### config.mk
export PLATFORM = sky130hd
export DESIGN_NAME = ebpf_fetch_queue
export DESIGN_NICKNAME = d
export VERILOG_FILES = /design/src/rtl/ebpf_fetch_pkg.sv /design/src/rtl/ebpf_sync_fifo.sv /design/src/rtl/ebpf_fetch_queue.sv
export SDC_FILE = /design/constraint.sdc
export NUM_CORES = 1
export LEC_CHECK = 0
export CAP_MARGIN = 10
export CORE_MARGIN = 10
export CORE_UTILIZATION = 55
export DETAILED_ROUTE_END_ITERATION = 7
export DONT_BUFFER_PORTS = 1
export GPL_TIMING_DRIVEN = 0
export PLACE_DENSITY_LB_ADDON = 0.2
export SLEW_MARGIN = 30
export SYNTH_ARGS = -nofsm -noshare
export SYNTH_HDL_FRONTEND = slang
export SYNTH_HIERARCHICAL = 1
export SYNTH_SLANG_ARGS = --single-unit
### constraint.sdc
create_clock -name clk -period 12.7 [get_ports clk]
set_input_delay 2.54 -clock clk [delete_from_list [all_inputs] [get_ports clk]]
set_output_delay 2.54 -clock clk [all_outputs]
set_load 0.05 [all_outputs]
### src/rtl/ebpf_fetch_pkg.sv
// Shared types and constants for the eBPF instruction prefetch stage.
package ebpf_fetch_pkg;

  typedef enum logic [1:0] {
    IDLE  = 2'd0,
    RUN   = 2'd1,
    FAULT = 2'd2
  } fetch_state_t;

  localparam int unsigned INSN_BYTES = 8;
  localparam int unsigned PC_MAX_W   = 64;

  localparam logic [1:0] EXC_NONE     = 2'b00;
  localparam logic [1:0] EXC_MISALIGN = 2'b01;
  localparam logic [1:0] EXC_RANGE    = 2'b10;

  typedef struct packed {
    logic [63:0]         data;
    logic [PC_MAX_W-1:0] pc;
    logic [1:0]          exc;
  } fetch_entry_t;

endpackage

### src/rtl/ebpf_sync_fifo.sv
// In-order queue with a registered head: pop_data only changes on pop, push into empty, or reset.
module ebpf_sync_fifo #(
  parameter int unsigned WIDTH = 8,
  parameter int unsigned DEPTH = 4,
  localparam int unsigned CNT_W = $clog2(DEPTH + 1)
) (
  input  logic             clk,
  input  logic             reset,
  input  logic             flush,
  input  logic             push,
  input  logic [WIDTH-1:0] push_data,
  input  logic             pop,
  output logic [WIDTH-1:0] pop_data,
  output logic             full,
  output logic             empty,
  output logic [CNT_W-1:0] count
);

  localparam int unsigned PTR_W = $clog2(DEPTH);

  logic [WIDTH-1:0] mem_q [DEPTH];
  logic [PTR_W-1:0] wr_ptr_q, wr_ptr_d;
  logic [PTR_W-1:0] rd_ptr_q, rd_ptr_d;
  logic [CNT_W-1:0] count_q, count_d;
  logic [WIDTH-1:0] head_q, head_d;
  logic             do_push, do_pop;

  assign empty    = (count_q == '0);
  assign full     = (count_q == CNT_W'(DEPTH));
  assign count    = count_q;
  assign pop_data = head_q;

  assign do_pop  = pop && !empty;
  assign do_push = push && (!full || do_pop);

  always_comb begin
    // NOTE: every signal written here gets a default first, so no path can infer a latch.
    wr_ptr_d = wr_ptr_q;
    rd_ptr_d = rd_ptr_q;
    count_d  = count_q;
    head_d   = head_q;
    if (flush) begin
      wr_ptr_d = '0;
      rd_ptr_d = '0;
      count_d  = '0;
    end else begin
      if (do_push) wr_ptr_d = wr_ptr_q + PTR_W'(1);
      if (do_pop)  rd_ptr_d = rd_ptr_q + PTR_W'(1);
      count_d = count_q + CNT_W'(do_push) - CNT_W'(do_pop);
      // The head register is refilled either straight from the input or from the next stored slot.
      if (count_q == '0 || (count_q == CNT_W'(1) && do_pop)) begin
        if (do_push) head_d = push_data;
      end else if (do_pop) begin
        head_d = mem_q[rd_ptr_d];
      end
    end
  end

  // NOTE: the storage array has no reset; pointers and count alone decide which slots are meaningful.
  always_ff @(posedge clk) begin
    if (do_push && !flush) mem_q[wr_ptr_q] <= push_data;
  end

  // NOTE: state registers use non-blocking assignments so every flop samples pre-edge values.
  always_ff @(posedge clk or negedge reset) begin
    if (!reset) begin
      wr_ptr_q <= '0;
      rd_ptr_q <= '0;
      count_q  <= '0;
      head_q   <= '0;
    end else begin
      wr_ptr_q <= wr_ptr_d;
      rd_ptr_q <= rd_ptr_d;
      count_q  <= count_d;
      head_q   <= head_d;
    end
  end

endmodule

### src/rtl/ebpf_fetch_queue.sv
// Sequential instruction prefetcher: credit-limited fetch issue, stale-response discard on
// redirect, and an in-order queue presenting {insn, pc, exc} to the core.
module ebpf_fetch_queue
  import ebpf_fetch_pkg::*;
#(
  parameter int unsigned DEPTH  = 4,
  parameter int unsigned ADDR_W = 64
) (
  input  logic              clk,
  input  logic              reset,
  input  logic              start,
  input  logic [ADDR_W-1:0] start_pc,
  input  logic              stop,
  input  logic              redirect_valid,
  input  logic [ADDR_W-1:0] redirect_pc,
  output logic              imem_req_valid,
  input  logic              imem_req_ready,
  output logic [ADDR_W-1:0] imem_req_addr,
  input  logic              imem_rsp_valid,
  input  logic [63:0]       imem_rsp_data,
  input  logic [1:0]        imem_rsp_exc,
  output logic              insn_valid,
  input  logic              insn_ready,
  output logic [63:0]       insn_data,
  output logic [ADDR_W-1:0] insn_pc,
  output logic [1:0]        insn_exc,
  output logic              busy
);

  localparam int unsigned CNT_W = $clog2(DEPTH + 1);
  localparam int unsigned OFS_W = $clog2(INSN_BYTES);
  localparam logic [ADDR_W-1:0] PC_STEP = ADDR_W'(INSN_BYTES);
  localparam logic [CNT_W:0]    CREDITS = (CNT_W + 1)'(DEPTH);

  fetch_state_t      state_q, state_d;
  logic [ADDR_W-1:0] pc_q, pc_d;
  logic [ADDR_W-1:0] rsp_pc_q, rsp_pc_d;
  logic [CNT_W-1:0]  outstanding_q, outstanding_d;
  logic [CNT_W-1:0]  discard_q, discard_d;

  logic              flush, credit_ok, req_fire, rsp_accept, enq, deq;
  logic [ADDR_W-1:0] flush_pc;
  logic [CNT_W-1:0]  fifo_count;
  logic              fifo_full, fifo_empty;
  fetch_entry_t      push_entry, head_entry;

  assign flush    = start || redirect_valid;
  assign flush_pc = start ? {start_pc[ADDR_W-1:OFS_W], OFS_W'(0)}
                          : {redirect_pc[ADDR_W-1:OFS_W], OFS_W'(0)};

  // Requests in flight plus queued words never exceed DEPTH, so the queue cannot overflow.
  assign credit_ok      = !fifo_full &&
                          (({1'b0, outstanding_q} + {1'b0, fifo_count}) < CREDITS);
  assign imem_req_valid = (state_q == RUN) && credit_ok;
  assign imem_req_addr  = pc_q;
  assign req_fire       = imem_req_valid && imem_req_ready;

  // Responses with nothing outstanding (e.g. left over from before a reset) are ignored.
  assign rsp_accept = imem_rsp_valid && (outstanding_q != '0);
  assign enq        = rsp_accept && (discard_q == '0) && !flush;
  assign deq        = insn_valid && insn_ready;

  assign push_entry = '{data: imem_rsp_data, pc: PC_MAX_W'(rsp_pc_q), exc: imem_rsp_exc};

  always_comb begin
    state_d       = state_q;
    pc_d          = pc_q;
    rsp_pc_d      = rsp_pc_q;
    discard_d     = discard_q;
    outstanding_d = outstanding_q + CNT_W'(req_fire) - CNT_W'(rsp_accept);

    if (flush) begin
      pc_d      = flush_pc;
      rsp_pc_d  = flush_pc;
      // Everything still in flight after this edge belongs to the old stream.
      discard_d = outstanding_d;
    end else begin
      if (req_fire) pc_d = pc_q + PC_STEP;
      if (enq) rsp_pc_d = rsp_pc_q + PC_STEP;
      if (rsp_accept && discard_q != '0) discard_d = discard_q - CNT_W'(1);
    end

    if (start) begin
      state_d = RUN;
    end else if (redirect_valid) begin
      if (state_q == FAULT) state_d = RUN;
    end else begin
      unique case (state_q)
        RUN: begin
          if (stop) state_d = IDLE;
          else if (enq && imem_rsp_exc != EXC_NONE) state_d = FAULT;
        end
        IDLE, FAULT: state_d = state_q;
        default: state_d = IDLE;
      endcase
    end
  end

  always_ff @(posedge clk or negedge reset) begin
    if (!reset) begin
      state_q       <= IDLE;
      pc_q          <= '0;
      rsp_pc_q      <= '0;
      outstanding_q <= '0;
      discard_q     <= '0;
    end else begin
      state_q       <= state_d;
      pc_q          <= pc_d;
      rsp_pc_q      <= rsp_pc_d;
      outstanding_q <= outstanding_d;
      discard_q     <= discard_d;
    end
  end

  ebpf_sync_fifo #(
    .WIDTH ($bits(fetch_entry_t)),
    .DEPTH (DEPTH)
  ) u_fifo (
    .clk       (clk),
    .reset     (reset),
    .flush     (flush),
    .push      (enq),
    .push_data (push_entry),
    .pop       (deq),
    .pop_data  (head_entry),
    .full      (fifo_full),
    .empty     (fifo_empty),
    .count     (fifo_count)
  );

  assign insn_valid = !fifo_empty;
  assign insn_data  = head_entry.data;
  assign insn_pc    = head_entry.pc[ADDR_W-1:0];
  assign insn_exc   = head_entry.exc;
  assign busy       = (state_q != IDLE) || (outstanding_q != '0);

endmodule

Word-level counts from Yosys, hierarchy flattened
Memories as Yosys holds them, arrays and structs flattened.
Cells that the tools add are included.
W data, S select, Z words.

storage, ports and cells
  flip-flop bits (word level) = 273
  bits in writable memories = 520
  input port bits = 202
  output and inout port bits = 197
  word-level logic and storage cells = 89
  memories = 1

memory list
  memory        words  width  rd ports  clocked after Yosys merged registers in  write ports  RTL line              text
  u_fifo.mem_q  4      130    1         0                                        1            ebpf_sync_fifo.sv:21  logic [WIDTH-1:0] mem_q [DEPTH];

cells by class
  add/subtract/negate cells = 10
  magnitude comparators = 1
  equality and inequality tests = 8
  mux-type cells = 24
  bitwise logic cells = 1
  reduce and logical (&&, ||, !) cells = 35

operator list
  operator                 count
  $mux W130                3
  $mux W64                 5
  $add A64 B4 Y64 const B  2
  $mux W2                  10
  $reduce_bool A2 Y1       7
  $logic_and A1 B1 Y1      13
  $mux W3                  3
  $add A3 B1 Y3            2
  $logic_not A3 Y1         2
  $reduce_and A3 Y1        2
  $reduce_bool A3 Y1       2
  $sub A3 B1 Y3            2
  $ne A5 B4 Y1 const B     1
  $add A2 B1 Y2 const B    2
  $add A3 B3 Y4            1
  $logic_or A1 B1 Y1       4
  $lt A4 B3 Y1 const B     1
  $pmux W2 S2              1
  $eq A3 B1 Y1 const B     1
  $eq A3 B3 Y1 const B     1
  $logic_not A1 Y1         3
  $ne A3 B2 Y1 const B     1
  $ne A3 B3 Y1 const B     1
  $sub A3 B1 Y3 const B    1
  other kinds (7)          8

Logic depth before layout (Yosys ltp)
Gate-level depths: netlist (run 1).

  depth after elaboration = 10
  mapped depth = 16
  gate-level depth less buffers = 13

Cells and area by module
The synthesis (run 1) kept the hierarchy.

by module, submodules not included
  module            times used  cells an instance  area each (um2)  seq. area each (um2)
  ebpf_sync_fifo    1           1174               24796.3          19043.3
  ebpf_fetch_queue  1           1105               8705.8           3253.1

Worst setup path before layout (run 1)
Ideal clock, no wire load.

  path type = input port to flip-flop
  start = in start
  end = mem u_fifo/mem_q[0][0] (netlist bit), enable pin
  arrival = 6820 ps
  setup slack = 5375 ps
  stages = 8
  path buffers = 2
  cells stage by stage = nor2_1 -> inv_1 -> clkbuf_1 -> buf_1 -> nor2_1 -> o41ai_1 -> nor2_1 -> and2_1

on the way
  word-level cells in the longest chain between the ends = 7

ends and longest elaborated chain
  element                        RTL line                text
  start, declared                ebpf_fetch_queue.sv:11  input logic start,
  $logic_or A1 B1 Y1             ebpf_fetch_queue.sv:47  assign flush = start || redirect_valid;
  net flush                      ebpf_fetch_queue.sv:41  logic flush, credit_ok, req_fire, rsp_accept, enq, deq;
  $logic_not A1 Y1               ebpf_fetch_queue.sv:60  assign enq = rsp_accept && (discard_q == '0) && !flush;
  $logic_and A1 B1 Y1            ebpf_fetch_queue.sv:60
  net enq                        ebpf_fetch_queue.sv:41
  $logic_and A1 B1 Y1            ebpf_sync_fifo.sv:34    assign do_push = push && (!full || do_pop);
  $logic_and A1 B1 Y1            ebpf_sync_fifo.sv:61    if (do_push && !flush) mem_q[wr_ptr_q] <= push_data;
  $mux W1                        ebpf_sync_fifo.sv:61
  $mux W1 (not written as such)  ebpf_sync_fifo.sv:61
  end, declared                  ebpf_sync_fifo.sv:21

The timed path passes the listed nets, and every way through them passes these cells.

Worst setup path in the final report (run 1)
  start = in start
  end = mem u_fifo/mem_q[3][51] (netlist bit), enable pin

The elaborated chain is that of the path after synthesis.

==> flow_summary.yaml, run 1 <==
critical_path:
  critPathBufInv: 5
  r2r_slack_ps: 8560
  worstPathCellList: "nor2_1, inv_1, clkbuf_1, buf_1, nor2_1, o41ai_1, nor2_1, and2_4, buf_12, buf_12"
  crit_top_cell: "nor2_1"
  rr_worst_depth: 15
  r2r_end: "discard_q[2]$_DFFE_PN0P_"
  critical_path_class: "in -> reg"
  worstSetupEndpointType: "flip-flop"
  cp_max_fo: 36
  slowest_delay_ps: 600
  start_kind: "input pin"
  arrival_ps: 6620
  r2r_start: "u_fifo/count[2]$_DFF_PN0_"
  required_ps: 12980
  critical-path-top-delay-family: "simple AND/OR/NAND/NOR gates"
  slowest_stage: "and2_4"
grt:
  grt_pass1_vias: 21870
  grt_pass1_wl_mm: 149
  grt.overflow.total: 0
  antenna_found_initial: 2
  track_usage_pct: 28.1
  grt_max_degree: 268
sta:
  skew_ps: 34.5
  tns_ps: 0
  hold_viol: 0
  finalCritPeriodShare_pct: 49.9
  setup_violations: 0
  slew_viol_final: 0
  layout_setup_ws_ps: 6360
  slew_headroom_pct: 32.1
  fmax_ghz: 0.158
  worst_pin_slew_ps: 1020
  min_period_ps: 6340
  rsz0062_at_grt: "no"
  holdWs_ps: 614
route:
  first_iter_violations: 2472
  num_vias: 22175
  routed_wl_mm: 101
  viasPerCell: 6.84
  post_drt_wl_per_cell_microns: 31.2
  drtPass1Iterations: 5
  drc_errors: 0
  ant_nets: 0
clock_network:
  clock_latency_ps: 630
  clock_path_buffers: 3
  cts.sinks: 787
  cts_resized: 0
  cts_made_buffers: 81
  post_cts_buffers: 0
  cts_tree: "done"
  postCtsHoldBufs: 0
  htreeDepth: 3
  cts_root_buffer: "clkbuf_16"
  clk_pin_slew_ps: 60
die:
  start_util_pct: 55.5
  core_area_sq_um: 60400
  pin_count: 399
  fp.dieW_microns: 267
  die_h_microns: 267
  rows: 90
  dieArea_sq_um: 71200
final_layout:
  fill_cells: 4480
  area_delta_synth_final_pct: 12.4
  layout_commonest_cell: "edfxtp_1"
  fin_util_pct: 62.4
  regArea_sq_um: 22300
  final_cell_mix: "520 x edfxtp_1, 267 x dfrtp_1, 152 x and3_1, 149 x a21oi_1"
  drive_above_1_share_pct: 13.7
  multiInputGateArea_sq_um: 10500
  fin_nets: 2608
synthesis:
  synthTopCellsByArea: "edfxtp_1 47%, dfrtp_1 20%, mux4_2 8.7%"
  synth-seq-cells: 787
  yosysWarnings: 6
  synthFlopType: "edfxtp_1"
  synthCells: 2279
  synth_top_area_cell: "edfxtp_1"
  postSynth.asyncResetShare_pct: 33.9
  ys_types: 70
  avgSynthCellArea_sq_um: 14.7
  synth.top_cell.area_share_pct: 46.6
  netlist_area_sq_um: 33500
  synth_edf_count: 520
  synth-seq-area-share_pct: 66.6
pwr:
  powerDensity_nw_per_um2: 177
  p_switching_w: 0.00204
  p_comb_share_pct: 6.8
  peakVddDrop_uv: 94.7
  clockPowerShare_pct: 37.6
  p_seq_share_pct: 55.6
  p_int_w: 0.00461
  cellLeakagePower_nw: 13.9
  switching_share_pct: 30.7
place:
  place_congestion: 0.962
  dp_hpwl_mm: 69.6
  preCtsSetupSlack_ps: 5870
  port_buffers: 0
worst_hold_path:
  hold_class: "reg -> reg"
  min_path_cells: 2
  hold_path_end: "u_fifo/wr_ptr_q[1]$_DFFE_PN0P_"
  holdCritStartpoint: "u_fifo/wr_ptr_q[1]$_DFFE_PN0P_"
flow_run:
  max-cap-violations: 0
outcome:
  status: "finished, final reports clean"
## cell usage after synthesis (4+ instances only)
cell       number
inv_1          34
o21bai_1        4
a22o_1         12
xnor2_1        12
and3_1        152
o31ai_1        15
nor3_1         32
xor2_1          4
clkbuf_1      106
a2bb2oi_1      30
a22oi_1        52
nand4_1        37
o21ai_0        91
or4_1           6
a31oi_1         9
a21oi_1       149
o22a_1          8
and2_1          7
o41ai_1         5
nor3b_1         4
or2_2           7
dfrtp_1       267
a211oi_1        9
nor2b_1         8
mux2i_1         4
nor4_1         20
a21o_1          4
buf_1          16
nand2_1       123
nand2b_1        8
and4_1         12
nor2_1         84
ha_1           13
buf_4          15
or3_1          10
mux4_2        130
edfxtp_1      520
a221o_1       130
buf_2          14
nand3_1        71
## state kept, by name (all words and copies together) (netlist names)
register and count:
outstanding_q 3, u_fifo/count 3, state_q 2, u_fifo/mem_q 520, u_fifo/pop_data 130, discard_q 3, u_fifo/rd_ptr_q 2, rsp_pc_q 61
imem_req_addr 61, u_fifo/wr_ptr_q 2
## worst min-delay path, cell delays in order, from the launching register on
cell	delay (ps)
dfrtp_1	400
mux2i_1	90
nor2_1	80
## stage by stage
stage / power (W) / instance area [sq um] / instances
2_1_floorplan: 0.00395 / 33600 / 2296
3_3_place_gp: 0.00417 / 34500 / 3078
3_5_place_dp: 0.00420 / 34800 / 3090
4_1_cts: 0.00669 / 37600 / 3242
5_1_grt: 0.00687 / 37700 / 3243
6_report: 0.00665 / 37700 / 3243
## worst max-delay path by stage
stage	slack, ps	cells past startpoint	end	startpoint
global placement	1320	8	u_fifo/mem_q[1][46]$_DFFE_PP_	start
detailed placement	5870	10	u_fifo/mem_q[0][12]$_DFFE_PP_	start
finish	6360	10	u_fifo/mem_q[3][51]$_DFFE_PP_	start
floorplan	5370	8	u_fifo/mem_q[0][0]$_DFFE_PP_	start
CTS	6520	10	u_fifo/mem_q[0][38]$_DFFE_PP_	start
global route	6290	10	u_fifo/mem_q[0][22]$_DFFE_PP_	start
## metal layers
metal	share of wire, %	GRT usage, %	vias to the layer above
met5	0.016	0	-
met4	2.8	8.38	2
met3	10	7.71	182
met2	49	46.0	1177
met1	38	36.2	11427
li1	-	-	9387
## layout make-up
| cell class | count | area share [%] |
|---|---|---|
| Sequential cell | 787 | 59.2 |
| Multi-Input combinational cell | 1322 | 27.9 |
| Timing Repair Buffer | 12 | 0.678 |
| Buffer | 153 | 1.75 |
| Clock buffer | 98 | 5.80 |
| Tap cell | 782 | 2.60 |
| Antenna cell | 1 | 0.00664 |
| Clock inverter | 54 | 1.69 |
| Inverter | 34 | 0.339 |
## power by group through the flow
stage,Combinational (W),Sequential (W),Clock (W)
after detailed placement,0.000445,0.00375,0
after CTS,0.000447,0.00370,0.00254
final,0.000451,0.00370,0.00250
after floorplan,0.000329,0.00362,0
after global placement,0.000426,0.00375,0
after global routing,0.000491,0.00372,0.00265
## cells by family after synthesis
| family | after synthesis | synth area share, % |
|---|---|---|
| AO/OA/AOI/OAI | 547 | 11.7 |
| AND/OR/NAND/NOR | 591 | 9.43 |
| adder cells (fa/ha/maj) | 15 | 0.605 |
| multiplexers | 134 | 8.86 |
| XOR/XNOR | 17 | 0.467 |
| other | 1 | 0.0112 |
| buffers and inverters | 187 | 2.34 |
| flip-flops | 787 | 66.6 |
Note: power is estimated with default switching activity, not from simulation.
==> run 2: changes to the inputs <==
- clock period: 12.7 -> 5.78 ns (I/O delays scaled with it)
==> flow_summary.yaml, run 2 (synthesized netlist as in run 1, its figures left out) <==
outcome:
  status: "finished, final reports clean"
grt:
  grt-busiest-layer: "met2"
  track_usage_pct: 28.4
  grt.overflow.total: 0
  grt_pass1_vias: 22404
  grt_max_degree: 268
  met2_usage_pct: 47.1
  grt_pass1_wl_mm: 150
  grt_util_met1_pct: 35.7
  antenna_found_initial: 1
  grt_use_met3_pct: 7.97
sta:
  setup_violations: 0
  slew_headroom_pct: 26.4
  skew_ps: 23.2
  slew_viol_final: 0
  finalCritPeriodShare_pct: 85.2
  fmax_ghz: 0.203
  layout_setup_ws_ps: 854
  hold_viol: 0
  min_period_ps: 4930
  rsz0062_at_grt: "no"
  worst_pin_slew_ps: 1100
final_layout:
  design_area_sq_um: 37900
  layout_commonest_cell: "edfxtp_1"
  area_delta_synth_final_pct: 13.0
  drive_above_1_share_pct: 13.7
  top_register: "u_fifo/mem_q"
  largest_reg_flops: 520
  multiInputGateArea_sq_um: 10500
  fill_cells: 4405
  regArea_sq_um: 22300
  fin_nets: 2611
  final_cell_mix: "520 x edfxtp_1, 267 x dfrtp_1, 152 x and3_1, 149 x a21oi_1"
die:
  rows: 90
  start_util_pct: 55.5
  fp.dieW_microns: 267
  pin_count: 399
  core_area_sq_um: 60400
  die_h_microns: 267
  dieArea_sq_um: 71200
clock_network:
  clock_path_buffers: 3
  cts_made_buffers: 82
  clock_latency_ps: 640
  clk_pin_slew_ps: 60
  cts_tree: "done"
  cts.sinks: 787
  postCtsHoldBufs: 0
  cts_root_buffer: "clkbuf_16"
  post_cts_buffers: 0
  htreeDepth: 3
  cts_resized: 0
route:
  first_iter_violations: 2620
  ant_nets: 0
  routed_wl_mm: 102
  viasPerCell: 6.84
  post_drt_wl_per_cell_microns: 31.4
  drtPass1Iterations: 6
  drc_errors: 0
  num_vias: 22204
critical_path:
  critical_path_class: "in -> reg"
  start_kind: "input pin"
  critPathBufInv: 5
  required_ps: 6090
  crit_top_cell: "nor2_1"
  worstSetupEndpointType: "flip-flop"
  cp_max_fo: 38
  slowest_stage: "nor2_1"
  worstPathCellList: "nor2_1, inv_1, clkbuf_1, buf_1, nor2_1, o41ai_2, nor2_1, and2_4, buf_16, buf_16"
  slowest_delay_ps: 640
  critical-path-top-delay-family: "simple AND/OR/NAND/NOR gates"
  arrival_ps: 5240
worst_hold_path:
  hold_class: "in -> async"
flow_run:
  max-cap-violations: 0
pwr:
  cellLeakagePower_nw: 13.9
  powerDensity_nw_per_um2: 391
  peakVddDrop_uv: 206
  total_power_w: 0.0148
place:
  place_congestion: 0.930
  port_buffers: 0
  preCtsSetupSlack_ps: 314
  placed_area_sq_um: 34900
  dp_hpwl_mm: 70.3
-- run 2: changes by cell type in the layout (fill, tap and decap cells not counted), sizes merged --
| cell | delta |
|---|---|
| clkbuf | +8 |
| bufinv | +3 |
| buf | +2 |
| inv | -5 |
| diode | +1 |
| clkinvlp | -2 |
| clkinv | -2 |
-- run 2: layer usage --
metal / vias up / part of all wire, %
li1: 9409 / -
met1: 11352 / 38
met2: 1239 / 49
met3: 204 / 10
met4: 0 / 3.0
met5: - / 0
-- run 2: power by group --
part | switching [W] | leakage [nW] | internal, W | total, W
Combinational | 0.000535 | 4.26 | 0.000454 | 0.000990
Sequential | 0.00171 | 8.24 | 0.00642 | 0.00813
Clock | 0.00226 | 1.43 | 0.00343 | 0.00569
-- run 2: stage by stage --
stage / setup TNS [ps] / utilization (%) / hold slack, ps / cells
2_1_floorplan: 0 / - / 509 / 2296
3_3_place_gp: -765140 / 57.2 / 559 / 3078
3_5_place_dp: 0 / 57.8 / 574 / 3092
4_1_cts: 0 / 62.7 / 190 / 3246
5_1_grt: 0 / 62.7 / 191 / 3246
6_report: 0 / 62.7 / 211 / 3248
-- run 2: path summary, 6_finish.rpt --
check	slack, ps	cells after the start	end	from
min in group clk	590	2	u_fifo/wr_ptr_q[1]$_DFFE_PN0P_	u_fifo/wr_ptr_q[1]$_DFFE_PN0P_
worst max register to register	1710	11	u_fifo/mem_q[2][76]$_DFFE_PP_	discard_q[0]$_DFFE_PN0P_
max in group asynchronous	5020	0	u_fifo/pop_data[47]$_DFFE_PN0P_	reset
worst max-delay path	850	10	u_fifo/mem_q[2][76]$_DFFE_PP_	start
worst min-delay path	210	0	u_fifo/pop_data[93]$_DFFE_PN0P_	reset
worst min register to register	590	2	u_fifo/wr_ptr_q[1]$_DFFE_PN0P_	u_fifo/wr_ptr_q[1]$_DFFE_PN0P_
-- run 2: worst register-to-register path, cell delays in order (launching register included) --
cell	delay [ps]
dfrtp_1	390
inv_1	70
ha_1	170
ha_1	190
o311ai_0	260
clkbuf_1	340
nor2_1	560
o41ai_2	280
nor2_1	300
and2_4	560
buf_16	300
buf_16	290
-- run 2: layout make-up --
cell class / instances / share of cell area [%]
Multi-Input combinational cell: 1322 / 27.8
Buffer: 153 / 1.74
Timing Repair Buffer: 14 / 0.839
Tap cell: 782 / 2.58
Antenna cell: 2 / 0.0132
Sequential cell: 787 / 58.9
Inverter: 34 / 0.337
Clock buffer: 106 / 5.90
Clock inverter: 48 / 1.89
==> run 3: changes to the inputs <==
- SLEW_MARGIN: 30 -> not set
==> flow_summary.yaml, run 3 (synthesized netlist as in run 1, its figures left out) <==
pwr:
  cellLeakagePower_nw: 13.9
  peakVddDrop_uv: 212
  powerDensity_nw_per_um2: 389
critical_path:
  start_kind: "input pin"
  r2r_end: "u_fifo/pop_data[68]$_DFFE_PN0P_"
  r2r_start: "outstanding_q[1]$_DFF_PN0_"
  rr_worst_depth: 7
  arrival_ps: 5640
  r2r_slack_ps: 1570
  worstSetupEndpointType: "flip-flop"
  cp_max_fo: 10
  critical_path_class: "in -> reg"
  required_ps: 6350
final_layout:
  design_area_sq_um: 37800
  layout_commonest_cell: "edfxtp_1"
  multiInputGateArea_sq_um: 10500
  area_delta_synth_final_pct: 12.8
  regArea_sq_um: 22300
  fin_nets: 2610
  fin_util_pct: 62.6
  finalNonFillerCells: 3244
  drive_above_1_share_pct: 13.4
  fill_cells: 4455
  top_register: "u_fifo/mem_q"
  final_cell_mix: "520 x edfxtp_1, 267 x dfrtp_1, 152 x and3_1, 149 x a21oi_1"
  largest_reg_flops: 520
place:
  dp_cells: 3092
  dp_hpwl_mm: 70.2
  port_buffers: 0
  placed_area_sq_um: 34900
  place_congestion: 0.930
outcome:
  status: "finished, final reports clean"
route:
  post_drt_wl_per_cell_microns: 31.5
  drtPass1Iterations: 5
  num_vias: 22181
  routed_wl_mm: 102
  drc_errors: 0
  viasPerCell: 6.84
  first_iter_violations: 2716
  ant_nets: 0
clock_network:
  cts_root_buffer: "clkbuf_16"
  cts_resized: 0
  clock_latency_ps: 650
  cts_tree: "done"
  clock_path_buffers: 3
  clk_pin_slew_ps: 60
  cts.sinks: 787
  cts_made_buffers: 81
  htreeDepth: 3
  postCtsHoldBufs: 0
  post_cts_buffers: 0
sta:
  finalCritPeriodShare_pct: 87.7
  holdWs_ps: 201
  slew_viol_final: 0
  slew_headroom_pct: 11.3
  skew_ps: 29.8
  worst_pin_slew_ps: 1330
  setup_violations: 0
  rsz0062_at_grt: "no"
  min_period_ps: 5070
  hold_viol: 0
  fmax_ghz: 0.197
grt:
  grt_use_met3_pct: 7.33
  grt_util_met1_pct: 35.9
  met2_usage_pct: 47.3
  grt_pass1_vias: 22142
  antenna_found_initial: 3
  grt.overflow.total: 0
  grt_pass1_wl_mm: 150
  grt-busiest-layer: "met2"
  grt_max_degree: 268
  track_usage_pct: 28.4
die:
  dieArea_sq_um: 71200
  core_area_sq_um: 60400
  pin_count: 399
  die_h_microns: 267
  fp.dieW_microns: 267
  start_util_pct: 55.5
  rows: 90
worst_hold_path:
  hold_class: "in -> async"
flow_run:
  max-cap-violations: 0
==> run 3: cell count changes in the layout (fill, tap and decap cells not counted), moves of 2 or more <==
cell	previous run	this run
clkbuf_2	4	1
buf_12	6	4
clkinvlp_4	2	5
clkinv_16	1	4
clkinv_2	12	10
nor4_1	17	19
bufinv_16	15	13
clkinv_1	8	10
==> run 3: critical path, stage by stage <==
cell      delay, ps
nor2_1          110
inv_1           190
clkbuf_1        730
buf_1           800
nor2_1          350
o221ai_1        560
clkbuf_1        960
clkbuf_1        510
a221o_1         250
==> run 3: per-layer routing <==
| metal | wire length, microns | up-vias | part of all wire, % |
|---|---|---|---|
| met3 | 9860 | 179 | 9.7 |
| met1 | 39000 | 11458 | 38 |
| met5 | 0 | - | 0 |
| met2 | 50600 | 1153 | 50 |
| met4 | 2750 | 0 | 2.7 |
| li1 | - | 9391 | - |
==> run 3: power breakdown <==
group	switching (W)	internal (W)	leakage [nW]	total (W)
sequential	0.00171	0.00642	8.24	0.00813
combinational	0.000534	0.000454	4.23	0.000988
clock	0.00229	0.00331	1.40	0.00560
total	0.00453	0.0102	13.9	0.0147
==> run 3: how the worst max path moves through the flow <==
| stage | startpoint | endpoint |
|---|---|---|
| CTS | start | u_fifo/pop_data[77]$_DFFE_PN0P_ |
| global route | start | u_fifo/pop_data[75]$_DFFE_PN0P_ |
| global placement | start | u_fifo/mem_q[2][40]$_DFFE_PP_ |
| floorplan | start | u_fifo/mem_q[0][0]$_DFFE_PP_ |
| detailed placement | start | u_fifo/pop_data[70]$_DFFE_PN0P_ |
| finish | start | u_fifo/pop_data[68]$_DFFE_PN0P_ |
==> run 3: stage by stage <==
step                      power, W  TNS [ps]  setup WS, ps
after floorplan            0.00868         0          1290
after global placement     0.00917   -765140         -1500
after detailed placement   0.00923         0          78.2
after CTS                   0.0148         0           726
after global routing        0.0152         0           502
final                       0.0147         0           713
==> run 3: area by class of cell <==
| type | instances | share of cell area (%) |
|---|---|---|
| Multi-Input combinational cell | 1322 | 27.8 |
| Tap cell | 782 | 2.59 |
| Buffer | 153 | 1.74 |
| Inverter | 34 | 0.338 |
| Clock inverter | 50 | 1.93 |
| Sequential cell | 787 | 59.0 |
| Clock buffer | 100 | 5.77 |
| Timing Repair Buffer | 14 | 0.828 |
| Antenna cell | 2 | 0.0132 |
